`config.mk`:
```
export PLATFORM = sky130hd
export DESIGN_NAME = seg7_scan_driver
export DESIGN_NICKNAME = d
export VERILOG_FILES = /design/src/rtl/seg7_scan_driver.sv
export SDC_FILE = /design/constraint.sdc
export NUM_CORES = 1
export LEC_CHECK = 0
export CAP_MARGIN = 20
export CELL_PAD_IN_SITES_DETAIL_PLACEMENT = 1
export CELL_PAD_IN_SITES_GLOBAL_PLACEMENT = 1
export CORE_MARGIN = 3
export CORE_UTILIZATION = 43
export CTS_CLUSTER_SIZE = 14
export DETAILED_ROUTE_END_ITERATION = 8
export PLACE_DENSITY = 0.79
export SYNTH_ARGS = -nofsm -noshare
export SYNTH_HDL_FRONTEND = slang
export SYNTH_SLANG_ARGS = --single-unit
```
`constraint.sdc`:
```
create_clock -name clock -period 3.95 [get_ports clock]
set_input_delay 0.395 -clock clock [delete_from_list [all_inputs] [get_ports clock]]
set_output_delay 0.395 -clock clock [all_outputs]
set_load 0.03 [all_outputs]
```
`src/rtl/seg7_scan_driver.sv`:
```
// rtl/seg7_scan_driver.sv - 8-digit seven-segment scan driver with dead-time blanking and frame-aligned double buffering
// Optional feature macro: LEADING_ZERO_BLANK_EN (suppress digits above the most significant nonzero nibble)
module seg7_scan_driver #(
    parameter int DEAD_CYCLES = 16
) (
    input  logic        clock,
    input  logic        reset_n,
    input  logic [2:0]  refreshcounter,
    input  logic [31:0] value,
    input  logic [7:0]  dp,
    input  logic [7:0]  digit_en,
    input  logic        load,
    output logic        load_ack,
    output logic        frame_start,
    output logic [7:0]  anode,
    output logic [6:0]  cathode,
    output logic        dp_n
);

    typedef enum logic [1:0] {
        IDLE,
        BLANK,
        DRIVE
    } state_t;

    localparam logic [7:0] DEAD_LOAD = (DEAD_CYCLES > 0) ? 8'(DEAD_CYCLES - 1) : 8'd0;

    state_t      state;
    state_t      nxt_state;

    logic [2:0]  sync1;
    logic [2:0]  idx_s;
    logic [2:0]  idx_q;
    logic [2:0]  cur_idx;
    logic [7:0]  dead_cnt;

    logic [31:0] pend_value;
    logic [7:0]  pend_dp;
    logic [7:0]  pend_en;
    logic        pend_valid;

    logic [31:0] disp_value;
    logic [7:0]  disp_dp;
    logic [7:0]  disp_en;

    logic        change;
    logic        commit;
    logic [2:0]  nxt_idx;
    logic [31:0] nxt_value;
    logic [7:0]  nxt_dp;
    logic [7:0]  nxt_en;
    logic [3:0]  nibble;
    logic        suppressed;
    logic        show;

    function automatic logic [6:0] hex_to_seg(input logic [3:0] n);
        logic [6:0] seg;
        case (n)
            4'h0:    seg = 7'b1000000;
            4'h1:    seg = 7'b1111001;
            4'h2:    seg = 7'b0100100;
            4'h3:    seg = 7'b0110000;
            4'h4:    seg = 7'b0011001;
            4'h5:    seg = 7'b0010010;
            4'h6:    seg = 7'b0000010;
            4'h7:    seg = 7'b1111000;
            4'h8:    seg = 7'b0000000;
            4'h9:    seg = 7'b0010000;
            4'hA:    seg = 7'b0001000;
            4'hB:    seg = 7'b0000011;
            4'hC:    seg = 7'b1000110;
            4'hD:    seg = 7'b0100001;
            4'hE:    seg = 7'b0000110;
            default: seg = 7'b0001110;
        endcase
        return seg;
    endfunction

    // Two-flop synchronizer plus previous-index register for change detection
    always_ff @(posedge clock) begin
        if (!reset_n) begin
            sync1 <= 3'd0;
            idx_s <= 3'd0;
            idx_q <= 3'd0;
        end else begin
            sync1 <= refreshcounter;
            idx_s <= sync1;
            idx_q <= idx_s;
        end
    end

    assign change = (idx_s != idx_q);
    assign commit = change && (idx_s == 3'd0) && pend_valid;

    // Outputs are computed from the values the registers will hold after this edge,
    // so a commit and a zero dead time both take effect on the same edge.
    always_comb begin
        nxt_idx   = change ? idx_s : cur_idx;
        nxt_value = commit ? pend_value : disp_value;
        nxt_dp    = commit ? pend_dp : disp_dp;
        nxt_en    = commit ? pend_en : disp_en;
        nibble    = nxt_value[{nxt_idx, 2'b00} +: 4];
    end

`ifdef LEADING_ZERO_BLANK_EN
    logic [2:0] msd;

    always_comb begin
        msd = 3'd0;
        for (int i = 1; i < 8; i++) begin
            if (nxt_value[4*i +: 4] != 4'h0) begin
                msd = 3'(i);
            end
        end
        suppressed = (nxt_idx > msd);
    end
`else
    always_comb begin
        suppressed = 1'b0;
    end
`endif

    assign show = nxt_en[nxt_idx] && !suppressed;

    always_comb begin
        nxt_state = state;
        if (change) begin
            nxt_state = (DEAD_CYCLES == 0) ? DRIVE : BLANK;
        end else begin
            case (state)
                IDLE:    nxt_state = IDLE;
                BLANK:   nxt_state = (dead_cnt == 8'd0) ? DRIVE : BLANK;
                DRIVE:   nxt_state = DRIVE;
                default: nxt_state = IDLE;
            endcase
        end
    end

    always_ff @(posedge clock) begin
        if (!reset_n) begin
            pend_value <= 32'd0;
            pend_dp    <= 8'd0;
            pend_en    <= 8'd0;
            pend_valid <= 1'b0;
            disp_value <= 32'd0;
            disp_dp    <= 8'd0;
            disp_en    <= 8'd0;
        end else begin
            if (commit) begin
                disp_value <= pend_value;
                disp_dp    <= pend_dp;
                disp_en    <= pend_en;
                pend_valid <= 1'b0;
            end
            // A load on the commit edge overrides the clear: old data commits, new data stays pending
            if (load) begin
                pend_value <= value;
                pend_dp    <= dp;
                pend_en    <= digit_en;
                pend_valid <= 1'b1;
            end
        end
    end

    always_ff @(posedge clock) begin
        if (!reset_n) begin
            state       <= IDLE;
            cur_idx     <= 3'd0;
            dead_cnt    <= 8'd0;
            load_ack    <= 1'b0;
            frame_start <= 1'b0;
            anode       <= 8'hFF;
            cathode     <= 7'h7F;
            dp_n        <= 1'b1;
        end else begin
            state       <= nxt_state;
            load_ack    <= commit;
            frame_start <= change && (idx_s == 3'd0);

            if (change) begin
                cur_idx  <= idx_s;
                dead_cnt <= DEAD_LOAD;
            end else if (state == BLANK && dead_cnt != 8'd0) begin
                dead_cnt <= dead_cnt - 8'd1;
            end

            if (nxt_state == DRIVE && show) begin
                anode   <= ~(8'b0000_0001 << nxt_idx);
                cathode <= hex_to_seg(nibble);
                dp_n    <= ~nxt_dp[nxt_idx];
            end else begin
                anode   <= 8'hFF;
                cathode <= 7'h7F;
                dp_n    <= 1'b1;
            end
        end
    end

endmodule

```
==> results of run 1 <==
[critical path, cell delays in order (launching register included)]
cell	delay (ns)
dfxtp_1	0.63
xor2_4	0.36
or3_1	0.17
nand4_1	0.32
a21boi_0	0.40
nor2_1	0.12
o41ai_2	0.56
inv_1	0.20
ha_1	0.27
inv_1	0.08
a21oi_1	0.06
a21oi_1	0.18
o221ai_1	0.14
[synth_stat cells, types with 4 or more instances]
| cell | instances |
|---|---|
| dfxtp_1 | 137 |
| nor2_1 | 97 |
| mux2i_1 | 81 |
| nand2_1 | 22 |
| and2_1 | 21 |
| nand3_1 | 16 |
| a21oi_1 | 15 |
| clkbuf_1 | 14 |
| inv_1 | 13 |
| a22oi_1 | 11 |
| ha_1 | 10 |
| o21ai_0 | 9 |
| mux2_4 | 8 |
| a32oi_1 | 6 |
| buf_2 | 6 |
| buf_1 | 5 |
| nand2b_1 | 5 |
| nor4_1 | 5 |
| xnor2_1 | 5 |
| mux2_1 | 4 |
| nor3_1 | 4 |
[power by group]
part	switching (mW)	leakage, nW	total (mW)	internal (mW)
registers	0.0387	1.12	1.47	1.43
clock network	0.618	0.308	1.68	1.06
logic	0.184	1.76	0.340	0.156
total	0.841	3.19	3.48	2.64
[stage by stage]
stage | area (µm²) | utilization | instances
global placement | 6720 | 0.503 | 806
CTS | 7340 | 0.550 | 838
floorplan | 5930 | - | 586
detailed placement | 6720 | 0.503 | 806
finish | 7340 | 0.550 | 838
global route | 7340 | 0.550 | 838
[path summary, 6_finish.rpt]
kind / end / slack [ns] / cells after the start
worst max-delay path: cathode[6] / 0.32 / 12
worst min-delay path: idx_s[2] / 0.43 / 1
worst max register to register: cathode[6] / 0.32 / 12
worst min register to register: idx_s[2] / 0.43 / 1
[metal layers]
metal	track usage	wire length [µm]	vias to the layer above
met5	0	0	-
met4	0.0817	280	0
met3	0.0535	664	25
met2	0.367	7890	94
met1	0.247	6500	2275
li1	-	-	2193
[state kept, by name (all words and copies together), names as in the netlist, 8 cells and up]
| register | cells |
|---|---|
| disp_value | 32 |
| pend_value | 32 |
| anode | 8 |
| dead_cnt | 8 |
| disp_dp | 8 |
| disp_en | 8 |
| pend_dp | 8 |
| pend_en | 8 |
[kinds of logic (layout without fill, tap and decap cells)]
group	after synthesis	count (layout)
flip-flops	137	137
multiplexers	95	95
AO/OA/AOI/OAI	90	90
XOR/XNOR	9	9
AND/OR/NAND/NOR	199	199
adder cells (fa/ha/maj)	10	10
buffers and inverters	46	122
[final cells by class]
class | instances | area share
Inverter | 14 | 0.00716
Sequential cell | 137 | 0.374
Timing Repair Buffer | 76 | 0.103
Clock inverter | 15 | 0.0268
Clock buffer | 17 | 0.0580
Multi-Input combinational cell | 403 | 0.402
Tap cell | 176 | 0.0300
==> implementation parameters, run 1 <==
Parameter                              Value

Placement
  Dpl ws ... 0.317 ns
  Half-perimeter wire length after detailed placement ... 10.5 mm
  Placer Congestion ... 0.762
  Buffers added on ports ... 71

Routing
  Vias ... 4,587
  Final WL ... 15.3 mm
  Number of nets with antenna violations after detailed routing ... 0
  Detailed-routing iteration count for the pre-antenna-repair pass ... 4
  Mean number of vias per cell ... 5.47
  Mean routed wirelength per cell ... 18.3 µm
  Drt drc ... 0
  First-iteration detailed-routing DRC count ... 274

Global route
  Largest net degree at the start of global routing ... 53
  Global-route wire length before repair ... 24.6 mm
  Via count of the first global-routing pass ... 4,804
  Total global routing overflow ... 0
  Overall routing resource usage ... 0.210
  Number of antenna violations at the first check in global routing ... 0

Clock tree
  Post-CTS setup buffers ... 0
  CTS buffer count ... 17
  Clock H-tree levels ... 4
  Clock tree root buffer cell ... clkbuf_16
  Clock Latency Late Sink ... 0.42 ns
  Clock Path Buffers ... 2
  Clk slew on worst S/H paths ... 0.06 ns
  Clk sink count ... 137
  Clock tree from TritonCTS ... yes
  Number of hold buffers added after cts ... 0
  Resize count post-CTS ... 0

Critical path
  Critical path type ... reg -> reg
  Endpoint arrival time on the critical path ... 3.92 ns
  Required arrival time at the worst endpoint ... 4.23 ns
  Critical Path Source Type ... flop
  Maximum fanout along the worst path ... 10
  Start point of the critical path ... idx_s[2]
  Kind of capture point of the worst setup path ... flop
  Worst R2R Start ... idx_s[2]

Final layout
  Filler cells ... 1,474
  Sequential cell area ... 2740 µm²
  Commonest cells after routing, fill and taps aside ... dfxtp_1 (137), nor2_1 (97), mux2i_1 (81)
  Net count reported at finish ... 713
  Synth-to-Final Area Change ... 23.8%
  Diode count ... 0
  Fraction of layout instances using a drive strength above 1 ... 0.109
  Most common cell after layout, fill and taps aside ... dfxtp_1
  Area of the multi-input gates ... 2950 µm²

Yosys
  Synth Flop Type ... dfxtp_1
  Synthesized netlist net count ... 650
  Ranking of synthesized cells by area ... dfxtp_1 (46%), mux2i_1 (14%), nor2_1 (6.1%)
  Number of synthesized register bits ... 137
  EDFF count, synth ... 0
  Area leader, netlist ... dfxtp_1
  Synth Area in Compound Gates ... 0.126
  Sequential-to-total area share from yosys stat ... 0.463
  Yosys top cell area share ... 0.463
  Number of synthesis warnings ... 0
  Dominant combinational cell family by area after synthesis ... multiplexers
  XOR/XNOR share of the synthesized area ... 0.0165
  Share of synthesized registers carrying an async set or reset ... 0
  Post-synthesis simple-gate area fraction ... 0.164
  Multiplexer fraction of the synthesized cell area ... 0.169
  Fraction of the mapped netlist area in adder cells ... 0.0211
  Count of distinct cell types in the synthesized netlist ... 79
  Synthesized area per cell ... 10.1 µm²
  Number of standard cells after synthesis ... 586
  Cell area after technology mapping ... 5930 µm²

Power and ir drop
  Power density over cell area ... 475 nW/µm²
  Reported leakage power ... 3.19 nW
  Power Total ... 3.48 mW
  Worst IR drop on VDD ... 0.318 mV

STA
  Slew Viols, Final ... 0
  Normalized max-slew margin ... 0.274
  Tmin final ... 3.63 ns
  Transition time at the pin with the least slew margin ... 1.08 ns
  Achievable clock frequency ... 0.275 GHz
  Final hold violation count ... 0
  Hold_ws ... 0.434 ns
  Setup TNS Final ... 0 ns
  Final setup viols ... 0
  Setup slack after layout ... 0.315 ns
  Final period utilization ... 0.920
  Worst Skew ... 0.00426 ns
  Setup repair after global routing missed its margin ... false

Die
  Die footprint ... 15,200 µm²
  Top-Level Pins ... 72
  Starting density of the core ... 0.444
  Chip height ... 123 µm
  Number of rows in the core area ... 42
  Core area ... 13,300 µm²
  Overall die width ... 123 µm

Flow run
  Count of max-cap constraint violations ... 0

Min path
  Tightest Hold Check Type ... reg -> reg
  Beginning of the worst hold path ... sync1[2]

Status
  Run status ... finished clean
No activity file was read; power rests on OpenSTA's default activity.
==> run 2: changes to the inputs <==
--- a/config.mk
+++ b/config.mk
@@ -12,7 +12,8 @@
 export CORE_UTILIZATION = 43
 export CTS_CLUSTER_SIZE = 14
 export DETAILED_ROUTE_END_ITERATION = 8
-export PLACE_DENSITY = 0.79
+export GPL_TIMING_DRIVEN = 0
+export PLACE_DENSITY_LB_ADDON = 0.3
 export SYNTH_ARGS = -nofsm -noshare
 export SYNTH_HDL_FRONTEND = slang
 export SYNTH_SLANG_ARGS = --single-unit
==> run 2 against run 1 <==
Compared with the run above:
- first-iteration DRC count decreased by 1.8%
- total power shrank 2.3%
- fmax decreased by 0.80%
- largest cell class unchanged
==> implementation parameters, run 2 (same netlist as run 1, synthesis figures left out) <==
Parameter                              Value

Global route
  Overall routing resource usage ... 0.228 (+0.0179)
  Number of antenna violations at the first check in global routing ... 0 (unchanged)
  Total global routing overflow ... 0 (unchanged)
  Global-route wire length before repair ... 26.4 mm (+7.2%)
  Largest net degree at the start of global routing ... 17 (-68%)
  Via count of the first global-routing pass ... 5,067 (+5.5%)

Clock tree
  Number of hold buffers added after cts ... 0 (unchanged)
  Clk sink count ... 137 (unchanged)
  Clock tree root buffer cell ... clkbuf_16
  Clk slew on worst S/H paths ... 0.06 ns (about the same)
  Clock H-tree levels ... 4 (unchanged)
  Clock Path Buffers ... 2 (unchanged)
  CTS buffer count ... 17 (unchanged)
  Post-CTS setup buffers ... 0 (unchanged)
  Clock Latency Late Sink ... 0.43 ns (about the same)
  Clock tree from TritonCTS ... yes

STA
  Hold_ws ... 0.437 ns (+0.00297 ns)
  Setup TNS Final ... 0 ns (unchanged)
  Worst Skew ... 0.00684 ns (+0.00258 ns)
  Slew Viols, Final ... 0 (unchanged)
  Achievable clock frequency ... 0.273 GHz (-0.80%)
  Tmin final ... 3.66 ns (+0.0294 ns)
  Final setup viols ... 0 (unchanged)
  Transition time at the pin with the least slew margin ... 0.950 ns (-0.130 ns)
  Setup repair after global routing missed its margin ... false
  Final period utilization ... 0.928 (+0.00744)
  Normalized max-slew margin ... 0.367 (+0.0924)
  Final hold violation count ... 0 (unchanged)

Final layout
  Largest regs ... disp_value (32), pend_value (32)
  Commonest cells after routing, fill and taps aside ... dfxtp_1 (137), nor2_1 (97), mux2i_1 (81)
  Fraction of layout instances using a drive strength above 1 ... 0.113 (+0.00461)
  Sequential cell area ... 2740 µm² (unchanged)
  Post-layout instance area ... 7460 µm² (+1.6%)
  Most common cell after layout, fill and taps aside ... dfxtp_1
  Synth-to-Final Area Change ... 25.8%
  Area of the multi-input gates ... 2960 µm² (+0.55%)
  Net count reported at finish ... 739 (+3.6%)
  Filler cells ... 1,472 (-0.14%)
  Final standard cell utilization of the core ... 0.559 (+0.00891)

Routing
  First-iteration detailed-routing DRC count ... 269 (-1.8%)
  Met1 Routed Length ... 7.09 mm (+9.1%)
  Vias ... 4,708 (+2.6%)
  Mean routed wirelength per cell ... 19.4 µm (+6.2%)
  Mean number of vias per cell ... 5.44 (-0.57%)
  Uppermost signal routing layer after detailed routing ... met4
  Detailed-routed wire length on met3 ... 727 µm (+9.5%)
  Drt drc ... 0 (unchanged)
  Length of routed met2 wiring ... 8.74 mm (+11%)
  Final WL ... 16.8 mm (+9.7%)
  Detailed-routing iteration count for the pre-antenna-repair pass ... 8 (+4)
  Number of nets with antenna violations after detailed routing ... 0 (unchanged)

Critical path
  Critical Path Max Stage Delay ... 0.60 ns (-0.03 ns)
  Endpoint arrival time on the critical path ... 3.96 ns (+0.04 ns)
  Critical Path Source Type ... flop
  Required arrival time at the worst endpoint ... 4.25 ns (+0.02 ns)
  CP Buf/Inv Count ... 5 (+3)
  Critical Path Slowest Stage Cell ... nor4b_4
  Maximum fanout along the worst path ... 10 (unchanged)
  Top cell family by delay on the critical path ... compound AO/OA/AOI/OAI gates
  CP Cell Sequence ... buf_6 -> nor4b_4 -> nand2_4 -> buf_8 -> buf_6 -> mux2_4 -> a32oi_1 -> o2111ai_1 -> o41ai_4 -> inv_1 -> ha_1 -> inv_1 -> a21oi_1 -> a21oi_1 -> o221ai_1
  Kind of capture point of the worst setup path ... flop
  Critical path type ... reg -> reg

Die
  Starting density of the core ... 0.444 (unchanged)
  Die footprint ... 15,200 µm² (unchanged)
  Top-Level Pins ... 72 (unchanged)
  Number of rows in the core area ... 42 (unchanged)
  Core area ... 13,300 µm² (unchanged)
  Overall die width ... 123 µm (unchanged)
  Chip height ... 123 µm (unchanged)

Power and ir drop
  Power density over cell area ... 456 nW/µm² (-3.9%)
  Worst IR drop on VDD ... 0.299 mV (-6.0%)
  Reported leakage power ... 3.23 nW (+1.4%)
  Power Total ... 3.40 mW (-2.3%)

Placement
  Buffers added on ports ... 70 (-1.4%)
  Half-perimeter wire length after detailed placement ... 11.8 mm (+13%)
  Placer Congestion ... 0.852 (+12%)
  Placed Instance Area ... 6850 µm² (+2.0%)

Min path
  Tightest Hold Check Type ... reg -> reg

Status
  Run status ... finished clean

Flow run
  Count of max-cap constraint violations ... 0 (unchanged)
run 2: worst paths after layout:
| path | startpoint | end | slack, ns | depth (start not counted) |
|---|---|---|---|---|
| worst max-delay path | idx_s[1] | cathode[6] | 0.29 | 15 |
| worst min-delay path | sync1[2] | idx_s[2] | 0.44 | 1 |
| worst max register to register | idx_s[1] | cathode[6] | 0.29 | 15 |
| worst min register to register | sync1[2] | idx_s[2] | 0.44 | 1 |
run 2: metrics by stage:
stage	setup slack [ns]	instances
after floorplan	0.990	586
after global placement	0.361	832
after detailed placement	0.283	832
after CTS	0.209	864
after global routing	0.0793	864
final	0.286	865
run 2: final cells by class:
cell class	count	area share
multi-input combinational	403	0.397
sequential	137	0.368
timing repair buffer	70	0.0939
clock buffer	18	0.0589
tap	176	0.0295
buffer	32	0.0253
clock inverter	14	0.0200
inverter	14	0.00704
antenna	1	0.000335
run 2: metal layers:
metal  vias to the layer above  global-route usage
li1                       2249                   -
met1                      2331               0.265
met2                       107               0.411
met3                        21              0.0544
met4                         0              0.0761
met5                         -                   0
run 2: what timing repair did:
item	CTS	global route
resized for setup	0	2
hold endpoints to repair	0	0
endpoints found under the setup margin	0	3
run 2: power breakdown:
part           leakage [nW]  internal (mW)  switching [mW]  total, mW
Combinational          1.83          0.161           0.204      0.365
Sequential             1.12           1.43          0.0331       1.46
Clock                 0.279          0.946           0.629       1.58
Total                  3.23           2.54           0.867       3.40
==> run 3: changes to the inputs <==
--- a/config.mk
+++ b/config.mk
@@ -5,7 +5,6 @@
 export SDC_FILE = /design/constraint.sdc
 export NUM_CORES = 1
 export LEC_CHECK = 0
-export CAP_MARGIN = 20
 export CELL_PAD_IN_SITES_DETAIL_PLACEMENT = 1
 export CELL_PAD_IN_SITES_GLOBAL_PLACEMENT = 1
 export CORE_MARGIN = 3
==> results of run 3 <==
The final DEF is identical to that of run 2; final timing and power are the same.
